==> src/rtl/mc_pkg.sv <==
// mc_pkg: shared definitions for the multi-cycle control FSM.
//   - state_t        : FSM state encoding
//   - OP_*           : primary opcode values (instr[31:26])
//   - EXT_*          : immediate extender modes driven on ext_op_o
//   - ALU_*          : ALU operation codes driven on alu_op_o
//   - SRCB_* / PCSRC_* : datapath mux encodings
//   - decode_next()  : state following S_DECODE for a given opcode
package mc_pkg;

    localparam int OP_WIDTH = 6;

    typedef enum logic [3:0] {
        S_FETCH  = 4'd0,
        S_DECODE = 4'd1,
        S_EXEC_R = 4'd2,
        S_WB_R   = 4'd3,
        S_EXEC_I = 4'd4,
        S_WB_I   = 4'd5,
        S_ADDR   = 4'd6,
        S_MEM_RD = 4'd7,
        S_MEM_WR = 4'd8,
        S_WB_MEM = 4'd9,
        S_BRANCH = 4'd10,
        S_JUMP   = 4'd11
    } state_t;

    localparam logic [OP_WIDTH-1:0] OP_RTYPE = 6'h00;
    localparam logic [OP_WIDTH-1:0] OP_J     = 6'h02;
    localparam logic [OP_WIDTH-1:0] OP_BEQ   = 6'h04;
    localparam logic [OP_WIDTH-1:0] OP_BNE   = 6'h05;
    localparam logic [OP_WIDTH-1:0] OP_ADDI  = 6'h08;
    localparam logic [OP_WIDTH-1:0] OP_SLTI  = 6'h0A;
    localparam logic [OP_WIDTH-1:0] OP_ANDI  = 6'h0C;
    localparam logic [OP_WIDTH-1:0] OP_ORI   = 6'h0D;
    localparam logic [OP_WIDTH-1:0] OP_LUI   = 6'h0F;
    localparam logic [OP_WIDTH-1:0] OP_LW    = 6'h23;
    localparam logic [OP_WIDTH-1:0] OP_SW    = 6'h2B;

    localparam logic [1:0] EXT_SIGN  = 2'd0;
    localparam logic [1:0] EXT_ZERO  = 2'd1;
    localparam logic [1:0] EXT_UPPER = 2'd2;

    localparam logic [2:0] ALU_ADD   = 3'd0;
    localparam logic [2:0] ALU_SUB   = 3'd1;
    localparam logic [2:0] ALU_FUNCT = 3'd2;
    localparam logic [2:0] ALU_AND   = 3'd3;
    localparam logic [2:0] ALU_OR    = 3'd4;
    localparam logic [2:0] ALU_SLT   = 3'd5;

    localparam logic [1:0] SRCB_RT      = 2'd0;
    localparam logic [1:0] SRCB_FOUR    = 2'd1;
    localparam logic [1:0] SRCB_IMM     = 2'd2;
    localparam logic [1:0] SRCB_IMM_SH2 = 2'd3;

    localparam logic [1:0] PCSRC_ALU    = 2'd0;
    localparam logic [1:0] PCSRC_ALUOUT = 2'd1;
    localparam logic [1:0] PCSRC_JUMP   = 2'd2;

    // Unknown opcodes return to S_FETCH; the caller flags them as illegal.
    function automatic state_t decode_next(input logic [OP_WIDTH-1:0] op);
        case (op)
            OP_RTYPE:                                 decode_next = S_EXEC_R;
            OP_ADDI, OP_SLTI, OP_ANDI, OP_ORI, OP_LUI: decode_next = S_EXEC_I;
            OP_LW, OP_SW:                             decode_next = S_ADDR;
            OP_BEQ, OP_BNE:                           decode_next = S_BRANCH;
            OP_J:                                     decode_next = S_JUMP;
            default:                                  decode_next = S_FETCH;
        endcase
    endfunction

endpackage

==> src/rtl/mc_mem_wait.sv <==
// mc_mem_wait: wait-state counter and stall/timeout decision for the
// memory handshake of mc_ctrl_fsm.
//   clk_i       : clock
//   rst_i       : synchronous reset, active-low
//   active_i    : FSM is in a memory state (request is being held)
//   mem_ready_i : memory completes the current request this cycle
//   done_o      : request completes this cycle (active and ready)
//   timeout_o   : TO_MAX-th consecutive not-ready cycle; abort the access
// The counter is zero whenever the FSM is outside a memory state or has
// just left one, so every entry into a memory state starts from zero.
module mc_mem_wait #(
    parameter int TO_W   = 4,
    parameter int TO_MAX = 15
) (
    input  logic clk_i,
    input  logic rst_i,
    input  logic active_i,
    input  logic mem_ready_i,
    output logic done_o,
    output logic timeout_o
);

    logic [TO_W-1:0] cnt_q;
    logic [TO_W-1:0] cnt_d;

    always_comb begin
        done_o    = active_i && mem_ready_i;
        // Ready wins over timeout when both land on the same cycle.
        timeout_o = active_i && !mem_ready_i && (cnt_q == TO_W'(TO_MAX - 1));
        if (active_i && !mem_ready_i && !timeout_o) begin
            cnt_d = cnt_q + TO_W'(1);
        end else begin
            cnt_d = '0;
        end
    end

    always_ff @(posedge clk_i) begin
        if (!rst_i) begin
            cnt_q <= '0;
        end else begin
            cnt_q <= cnt_d;
        end
    end

endmodule

==> src/rtl/mc_ctrl_fsm.sv <==
// mc_ctrl_fsm: multi-cycle control FSM sequencing fetch / decode / execute /
// memory / writeback for the shared-ALU, shared-memory datapath.
//   clk_i, rst_i        : clock, synchronous active-low reset
//   opcode_i            : instr[31:26], sampled only in S_DECODE
//   zero_i              : ALU zero flag, used in S_BRANCH
//   mem_ready_i         : memory completes current request this cycle
//   mem_req_o/mem_we_o  : memory request / write strobe
//   iord_o              : memory address select (0 PC, 1 ALUOut)
//   ir_write_o          : latch instruction register
//   pc_write_o/pc_src_o : PC write enable and PC source select
//   ext_op_o            : immediate extender mode (sign / zero / upper)
//   alu_src_a_o/_b_o    : ALU operand muxes
//   alu_op_o            : ALU operation
//   reg_dst_o, mem_to_reg_o, reg_write_o : register-file write controls
//   illegal_o, bus_err_o : one-cycle pulses (unknown opcode / memory timeout)
//
// Memory handshake: mem_req_o is high for every cycle of S_FETCH, S_MEM_RD
// and S_MEM_WR; a cycle with mem_req_o and mem_ready_i both high completes
// the transfer and the FSM advances. mem_ready_i is ignored in all other
// states. After TO_MAX not-ready cycles the access is dropped, the FSM
// returns to S_FETCH with no IR/PC/register write, and bus_err_o pulses.
module mc_ctrl_fsm
    import mc_pkg::*;
#(
    parameter int OP_W   = 6,
    parameter int TO_W   = 4,
    parameter int TO_MAX = 15
) (
    input  logic            clk_i,
    input  logic            rst_i,
    input  logic [OP_W-1:0] opcode_i,
    input  logic            zero_i,
    input  logic            mem_ready_i,
    output logic            mem_req_o,
    output logic            mem_we_o,
    output logic            iord_o,
    output logic            ir_write_o,
    output logic            pc_write_o,
    output logic [1:0]      pc_src_o,
    output logic [1:0]      ext_op_o,
    output logic            alu_src_a_o,
    output logic [1:0]      alu_src_b_o,
    output logic [2:0]      alu_op_o,
    output logic            reg_dst_o,
    output logic            mem_to_reg_o,
    output logic            reg_write_o,
    output logic            illegal_o,
    output logic            bus_err_o
);

    state_t          state_q, state_d;
    logic [OP_W-1:0] op_q, op_d;
    logic            illegal_q, illegal_d;
    logic            bus_err_q, bus_err_d;

    logic mem_active;
    logic mem_done;
    logic mem_timeout;

    assign mem_active = (state_q == S_FETCH) || (state_q == S_MEM_RD) ||
                        (state_q == S_MEM_WR);

    mc_mem_wait #(
        .TO_W   (TO_W),
        .TO_MAX (TO_MAX)
    ) u_mem_wait (
        .clk_i       (clk_i),
        .rst_i       (rst_i),
        .active_i    (mem_active),
        .mem_ready_i (mem_ready_i),
        .done_o      (mem_done),
        .timeout_o   (mem_timeout)
    );

    // State register
    always_ff @(posedge clk_i) begin
        if (!rst_i) begin
            state_q   <= S_FETCH;
            op_q      <= '0;
            illegal_q <= 1'b0;
            bus_err_q <= 1'b0;
        end else begin
            state_q   <= state_d;
            op_q      <= op_d;
            illegal_q <= illegal_d;
            bus_err_q <= bus_err_d;
        end
    end

    // Next-state logic
    always_comb begin
        state_d   = state_q;
        op_d      = op_q;
        illegal_d = 1'b0;
        bus_err_d = mem_timeout;
        case (state_q)
            S_FETCH: begin
                if (mem_done) begin
                    state_d = S_DECODE;
                end
                // On timeout the FSM simply stays in S_FETCH and retries.
            end
            S_DECODE: begin
                op_d      = opcode_i;
                state_d   = decode_next(opcode_i);
                illegal_d = (decode_next(opcode_i) == S_FETCH);
            end
            S_EXEC_R: state_d = S_WB_R;
            S_WB_R:   state_d = S_FETCH;
            S_EXEC_I: state_d = S_WB_I;
            S_WB_I:   state_d = S_FETCH;
            S_ADDR:   state_d = (op_q == OP_SW) ? S_MEM_WR : S_MEM_RD;
            S_MEM_RD: begin
                if (mem_done) begin
                    state_d = S_WB_MEM;
                end else if (mem_timeout) begin
                    state_d = S_FETCH;
                end
            end
            S_MEM_WR: begin
                if (mem_done || mem_timeout) begin
                    state_d = S_FETCH;
                end
            end
            S_WB_MEM: state_d = S_FETCH;
            S_BRANCH: state_d = S_FETCH;
            S_JUMP:   state_d = S_FETCH;
            default:  state_d = S_FETCH;
        endcase
    end

    // Output decode
    always_comb begin
        mem_req_o    = 1'b0;
        mem_we_o     = 1'b0;
        iord_o       = 1'b0;
        ir_write_o   = 1'b0;
        pc_write_o   = 1'b0;
        pc_src_o     = PCSRC_ALU;
        ext_op_o     = EXT_SIGN;
        alu_src_a_o  = 1'b0;
        alu_src_b_o  = SRCB_RT;
        alu_op_o     = ALU_ADD;
        reg_dst_o    = 1'b0;
        mem_to_reg_o = 1'b0;
        reg_write_o  = 1'b0;
        illegal_o    = illegal_q;
        bus_err_o    = bus_err_q;
        case (state_q)
            S_FETCH: begin
                mem_req_o   = 1'b1;
                alu_src_b_o = SRCB_FOUR;
                ir_write_o  = mem_done;
                pc_write_o  = mem_done;
            end
            S_DECODE: begin
                alu_src_b_o = SRCB_IMM_SH2;
            end
            S_EXEC_R: begin
                alu_src_a_o = 1'b1;
                alu_src_b_o = SRCB_RT;
                alu_op_o    = ALU_FUNCT;
            end
            S_WB_R: begin
                reg_dst_o   = 1'b1;
                reg_write_o = 1'b1;
            end
            S_EXEC_I: begin
                alu_src_a_o = 1'b1;
                alu_src_b_o = SRCB_IMM;
                case (op_q)
                    OP_SLTI: alu_op_o = ALU_SLT;
                    OP_ANDI: begin
                        ext_op_o = EXT_ZERO;
                        alu_op_o = ALU_AND;
                    end
                    OP_ORI: begin
                        ext_op_o = EXT_ZERO;
                        alu_op_o = ALU_OR;
                    end
                    // lui relies on rs = $0, so OR with the upper immediate.
                    OP_LUI: begin
                        ext_op_o = EXT_UPPER;
                        alu_op_o = ALU_OR;
                    end
                    default: ;
                endcase
            end
            S_WB_I: begin
                reg_write_o = 1'b1;
            end
            S_ADDR: begin
                alu_src_a_o = 1'b1;
                alu_src_b_o = SRCB_IMM;
            end
            S_MEM_RD: begin
                mem_req_o = 1'b1;
                iord_o    = 1'b1;
            end
            S_MEM_WR: begin
                mem_req_o = 1'b1;
                iord_o    = 1'b1;
                mem_we_o  = 1'b1;
            end
            S_WB_MEM: begin
                mem_to_reg_o = 1'b1;
                reg_write_o  = 1'b1;
            end
            S_BRANCH: begin
                alu_src_a_o = 1'b1;
                alu_src_b_o = SRCB_RT;
                alu_op_o    = ALU_SUB;
                pc_src_o    = PCSRC_ALUOUT;
                pc_write_o  = (op_q == OP_BNE) ? !zero_i : zero_i;
            end
            S_JUMP: begin
                pc_src_o   = PCSRC_JUMP;
                pc_write_o = 1'b1;
            end
            default: ;
        endcase
    end

endmodule

==> config.mk <==
export PLATFORM = sky130hd
export DESIGN_NAME = mc_ctrl_fsm
export DESIGN_NICKNAME = d
export VERILOG_FILES = /design/src/rtl/mc_pkg.sv /design/src/rtl/mc_mem_wait.sv /design/src/rtl/mc_ctrl_fsm.sv
export SDC_FILE = /design/constraint.sdc
export NUM_CORES = 1
export LEC_CHECK = 0
export ABC_CLOCK_PERIOD_IN_PS = 3800
export CORE_ASPECT_RATIO = 0.75
export CORE_UTILIZATION = 25
export CTS_BUF_LIST = sky130_fd_sc_hd__clkbuf_2
export DETAILED_ROUTE_END_ITERATION = 7
export GPL_ROUTABILITY_DRIVEN = 0
export PLACE_DENSITY = 0.55
export SLEW_MARGIN = 40
export SYNTH_ARGS = -nofsm -noshare
export SYNTH_HDL_FRONTEND = slang
export SYNTH_SLANG_ARGS = --single-unit
==> constraint.sdc <==
create_clock -name clk_i -period 3.8 [get_ports clk_i]
set_input_delay 0.38 -clock clk_i [delete_from_list [all_inputs] [get_ports clk_i]]
set_output_delay 0.38 -clock clk_i [all_outputs]
set_load 0.02 [all_outputs]
# Word level (Yosys, flattened, before mapping)
# Index checks and enable logic that the tools add are counted.
dict set report op_classes {
  addsub 1
  n_eq_ne 31
  n_mux 24
  reduce_logical 26
}
# cell count
set op_table {}
lappend op_table {{$eq A6 B4 Y1 const B} 9}
lappend op_table {{$pmux W4 S7} 1}
lappend op_table {{$mux W4} 6}
lappend op_table {{$eq A4 B4 Y1 const B} 5}
lappend op_table {{$pmux W4 S5} 1}
lappend op_table {{$eq A6 B3 Y1 const B} 3}
lappend op_table {{$eq A6 B6 Y1 const B} 3}
lappend op_table {{$pmux W3 S3} 2}
lappend op_table {{$eq A4 B3 Y1 const B} 4}
lappend op_table {{$reduce_or A2 Y1} 6}
lappend op_table {{$mux W1} 9}
lappend op_table {{$eq A4 B2 Y1 const B} 2}
lappend op_table {{$logic_not A4 Y1} 2}
lappend op_table {{$pmux W2 S2} 2}
lappend op_table {{$eq A6 B2 Y1 const B} 1}
lappend op_table {{$logic_not A6 Y1} 1}
lappend op_table {{$pmux W2 S3} 1}
lappend op_table {{$reduce_or A3 Y1} 2}
lappend op_table {{$reduce_or A5 Y1} 1}
lappend op_table {{$add A4 B1 Y4 const B} 1}
lappend op_table {{$eq A4 B1 Y1 const B} 1}
lappend op_table {{$logic_and A1 B1 Y1} 4}
lappend op_table {{$reduce_and A2 Y1} 2}
lappend op_table {{$reduce_or A4 Y1} 1}
lappend op_table {{8 further kinds} 12}
dict set report word_totals {
  register_bits 16
  inputBits 10
  output_inout_bits 20
  wordCells 87
}

# Depth between registers and ports, before layout
dict set report logic_depth {
  word_depth 8
  mapped_depth 6
}

# Cells and area by module
# From an unflattened synthesis, not the netlist that was laid out.
dict set report unflattened {
  cells_unflattened 141
  area_unflattened_um2 1143.6
}
# mod instances cells_per_inst area_each_um2 seq_area_each_um2
set modules_own_cells {}
lappend modules_own_cells {mc_ctrl_fsm 1 123 955.9 240.2}
lappend modules_own_cells {mc_mem_wait 1 18 187.7 80.1}

# Worst setup path after synthesis
# No wires, ideal clock.
dict set report synth_path {
  kind {register -> output}
  start {register state_q[0]}
  end {output port alu_op_o[1]}
  arrival_ns 1.674
  required_time_ns 3.420
  slack_ns 1.746
  stages_incl_launch_ff 5
  cell_sequence {dfxtp_1 nor3_1 nand2_1 or3_1 o32ai_1}
}
dict set report synth_via {
  elab_chain_cells 2
}
# item line_no
set synth_rtl {}
lappend synth_rtl {{start, declared} mc_ctrl_fsm.sv:51} ;# state_t state_q, state_d;
lappend synth_rtl {{start signal, assigned} mc_ctrl_fsm.sv:83} ;# state_q <= state_d;
lappend synth_rtl {{$eq A4 B4 Y1, or another cell as far along} mc_ctrl_fsm.sv:149} ;# case (state_q)
lappend synth_rtl {{$pmux W3 S3 (*)} mc_ctrl_fsm.sv:149}
lappend synth_rtl {{end, declared} mc_ctrl_fsm.sv:43} ;# output logic [2:0] alu_op_o,
# Every way passes the cells marked *; elsewhere a longest branch is shown, timed or not.

# Final worst setup path
# Same ends and word-level chain as after synthesis.

==> metrics.txt <==
# TYPE chip_impl_metric gauge
chip_impl_info{name="critical_path.startpoint_type",value="register"} 1
chip_impl_metric{name="worst_r2r_path_depth",unit=""} 3
chip_impl_metric{name="setup.reg_to_reg.worst_slack",unit="ps"} 1770
chip_impl_metric{name="viasPerCell",unit=""} 4.87
chip_impl_metric{name="synth_sequential_area_ratio",unit=""} 0.317
chip_impl_metric{name="timing.critical_path.fanout_max",unit=""} 14
chip_impl_info{name="rr_endpoint",value="state_q[2]$_SDFFE_PN0P_"} 1
chip_impl_metric{name="post_drt_wl_per_cell",unit="um"} 12.0
chip_impl_metric{name="htreeDepth",unit=""} 1
chip_impl_info{name="hold_path.startpoint",value="u_mem_wait.cnt_q[0]$_SDFF_PN0_"} 1
chip_impl_metric{name="syn_nets",unit=""} 146
chip_impl_info{name="root_buffer",value="clkbuf_2"} 1
chip_impl_metric{name="drc_violations",unit=""} 0
chip_impl_metric{name="number_of_global_route_vias_before_repair",unit=""} 944
chip_impl_metric{name="grt_pass1_wl",unit="um"} 4370
chip_impl_metric{name="yosysUniqueCellTypes",unit=""} 38
chip_impl_metric{name="die-area",unit="sq um"} 4300
chip_impl_metric{name="antenna_cells",unit=""} 0
chip_impl_metric{name="clk_latency",unit="ps"} 290
chip_impl_metric{name="met2WireLength",unit="um"} 1080
chip_impl_metric{name="portBuffers",unit=""} 29
chip_impl_info{name="worst_hold_path_type",value="reg2reg"} 1
chip_impl_metric{name="count_of_hold_fix_buffers_inserted_at_cts",unit=""} 0
chip_impl_metric{name="timing.final.crit_period",unit="ps"} 2950
chip_impl_metric{name="design_power_total",unit="uW"} 356
chip_impl_info{name="route.top_layer_used",value="met4"} 1
chip_impl_metric{name="post-cts-setup-buffers",unit=""} 0
chip_impl_metric{name="wl_met3",unit="um"} 125
chip_impl_metric{name="number_of_antenna_violations_at_the_first_check_in_global_routing",unit=""} 0
chip_impl_info{name="yosysTopAreaCell",value="dfxtp_1"} 1
chip_impl_metric{name="max_cap_viol_count",unit=""} 0
chip_impl_info{name="cp-startpoint",value="state_q[0]$_SDFFE_PN0P_"} 1
chip_impl_metric{name="fraction_of_layout_instances_using_a_drive_strength_above_1",unit=""} 0.0375
chip_impl_metric{name="timing.max_slew.rel_slack",unit=""} 0.700
chip_impl_metric{name="synth_cells",unit=""} 134
chip_impl_info{name="synth.top_cells.by_area",value="dfxtp_1, nor2_1, mux2i_1"} 1
chip_impl_metric{name="post_synth.cell_area_avg",unit="sq um"} 7.54
chip_impl_metric{name="cts.sink_count",unit=""} 16
chip_impl_metric{name="drt-initial-drc-count",unit=""} 117
chip_impl_metric{name="dpl.hpwl",unit="um"} 1960
chip_impl_metric{name="die_w",unit="um"} 75.4
chip_impl_metric{name="tightestPinTransition",unit="ps"} 450
chip_impl_metric{name="worst-endpoint-required",unit="ps"} 3420
chip_impl_info{name="rr_startpoint",value="state_q[0]$_SDFFE_PN0P_"} 1
chip_impl_metric{name="setup_slack",unit="ps"} 846
chip_impl_metric{name="quantity_of_gates_resized_following_cts",unit=""} 0
chip_impl_metric{name="ioPinCount",unit=""} 30
chip_impl_metric{name="static_power_due_to_leakage",unit="nW"} 0.498
chip_impl_metric{name="gr_overflow_total",unit=""} 0
chip_impl_metric{name="finalClockSkew",unit="ps"} 4.89
chip_impl_metric{name="synth.top_cell.area_share",unit=""} 0.317
chip_impl_metric{name="worst_ep_arrival_time",unit="ps"} 2570
chip_impl_metric{name="synthToLayoutAreaGrowth",unit="%"} 33.7
chip_impl_metric{name="number_of_max_slew_violations_in_the_final_report",unit=""} 0
chip_impl_metric{name="final.setup.tns",unit="ps"} 0
chip_impl_metric{name="numCtsBuffers",unit=""} 3
chip_impl_metric{name="fp-row-count",unit=""} 19
chip_impl_metric{name="routed_wirelength",unit="um"} 2540
chip_impl_info{name="worstSetupEndpointType",value="output pin"} 1
chip_impl_metric{name="path_clk_slew",unit="ps"} 150
chip_impl_metric{name="report.final.setup_viol",unit=""} 0
chip_impl_metric{name="initial_utilization",unit=""} 0.269
chip_impl_metric{name="timing.final.hold_violations",unit=""} 0
chip_impl_metric{name="drt.antenna.violating_nets",unit=""} 0
chip_impl_info{name="outcome",value="complete, no violations"} 1
chip_impl_info{name="grt_setup_unrepaired",value="false"} 1
chip_impl_metric{name="post-place-ws",unit="ps"} 1200
chip_impl_metric{name="grt_start_max_net_pins",unit=""} 15
chip_impl_metric{name="achievable-frequency",unit="MHz"} 339
chip_impl_metric{name="yosys_warnings",unit=""} 0
chip_impl_metric{name="powerDensity",unit="nW/um^2"} 264
chip_impl_metric{name="hold_depth",unit=""} 1
chip_impl_metric{name="postSynthRegisterBits",unit=""} 16
chip_impl_metric{name="maximum_vdd_ir_drop",unit="mV"} 0.0751
chip_impl_metric{name="detailroute.via_count",unit=""} 1033
chip_impl_info{name="tritoncts",value="built"} 1
chip_impl_metric{name="drtPass1Iterations",unit=""} 4
chip_impl_metric{name="routedLengthMet1",unit="um"} 1290
chip_impl_metric{name="syn-cell-area",unit="sq um"} 1010
chip_impl_info{name="min_to",value="u_mem_wait.cnt_q[0]$_SDFF_PN0_"} 1
chip_impl_metric{name="layout_worst_path_cycle_share",unit=""} 0.777
chip_impl_metric{name="grtUsageTotal",unit=""} 0.131
chip_impl_metric{name="clockBufferDepth",unit=""} 2
chip_impl_metric{name="num-nets-final",unit=""} 173
chip_impl_info{name="crit_type",value="reg2out"} 1
chip_impl_metric{name="core_area",unit="sq um"} 3760
chip_impl_metric{name="die_y",unit="um"} 57.1
## cell usage in the layout, fill, tap and decap left out, drive strengths merged, types with 5 or more instances in the layout
cell            n
nor2           22
nand2b          6
mux2i           5
nor3           10
dfxtp          16
inv             7
clkdlybuf4s50  29
nand2           8
nand3           6
a21oi           9
## how the worst max path moves through the flow
stage                  end  slack [ps]  depth (start not counted)
2_1_floorplan  alu_op_o[1]        1750                          4
3_3_place_gp   alu_op_o[1]        1260                          5
3_5_place_dp   alu_op_o[1]        1200                          5
4_1_cts        alu_op_o[1]         840                          5
5_1_grt        alu_op_o[1]         650                          5
6_report       alu_op_o[1]         850                          5
## layer usage
metal  up-vias  GRT usage
met3         4     0.0212
met4         0     0.0688
li1        531          -
met2        27      0.193
met5         -          0
met1       471      0.184
## power breakdown
| group | leakage, nW | switching (mW) | internal (mW) |
|---|---|---|---|
| combinational | 0.354 | 0.0480 | 0.0423 |
| clock | 0.0140 | 0.0546 | 0.0229 |
| sequential | 0.130 | 0.0124 | 0.176 |
## logic make-up (layout without fill, tap and decap cells)
group                    count (synthesis)  in the layout  synth area share
buffers and inverters                   14             40            0.0594
flip-flops                              16             16             0.317
multiplexers                             6              6            0.0606
adder cells (fa/ha/maj)                  2              2            0.0247
AND/OR/NAND/NOR                         66             66             0.335
AO/OA/AOI/OAI                           26             26             0.168
XOR/XNOR                                 4              4            0.0347
## metrics by stage
step	instances	hold slack (ps)	util	instance area, sq um
6_report	212	496	0.360	1350
5_1_grt	212	527	0.360	1350
4_1_cts	212	504	0.360	1350
3_5_place_dp	208	470	0.355	1330
3_3_place_gp	208	441	0.355	1330
2_1_floorplan	134	430	-	1010
## cell type report
class | instances | area (sq um)
clock inverters | 1 | 3.75
multi-input cells | 104 | 631
inverters | 7 | 26.3
clock buffers | 3 | 15.0
fillers | 424 | 2400
flip-flops and latches | 16 | 320
repair buffers | 29 | 290
well taps | 52 | 65.1
## cells in the mapped netlist
library cell  count
or3_1             3
nand4b_1          1
nor4b_1           1
o21bai_1          2
buf_1             1
mux2i_1           5
ha_1              2
o311ai_0          1
nor2_1           22
nor3_1           10
mux2_2            1
buf_6             1
nand3b_1          1
nor3b_1           1
a211oi_1          2
or2_1             1
nor4_1            3
a41oi_1           1
xor2_1            3
a21o_1            1
o31ai_1           1
a211o_1           1
dfxtp_1          16
inv_1             6
clkbuf_1          5
inv_2             1
nand3_1           6
and4b_1           1
nand2_1           8
a22oi_1           2
a31oi_1           4
or4b_1            1
o21ai_1           1
o32ai_1           1
nand2b_1          6
a21oi_1           9
nor4_2            1
xnor2_1           1
## flip-flops by register name, indices dropped and copies added (netlist names)
name and flops:
op_q 6, u_mem_wait.cnt_q 4, illegal_o 1, bus_err_o 1
state_q 4
## critical path, cell delays in order (launching register included)
cell	delay [ps]
dfxtp_1	470
nor3_1	340
nand2_1	110
or3_1	440
o32ai_1	270
clkdlybuf4s50_1	650
Power figures use the tool's default switching activity.
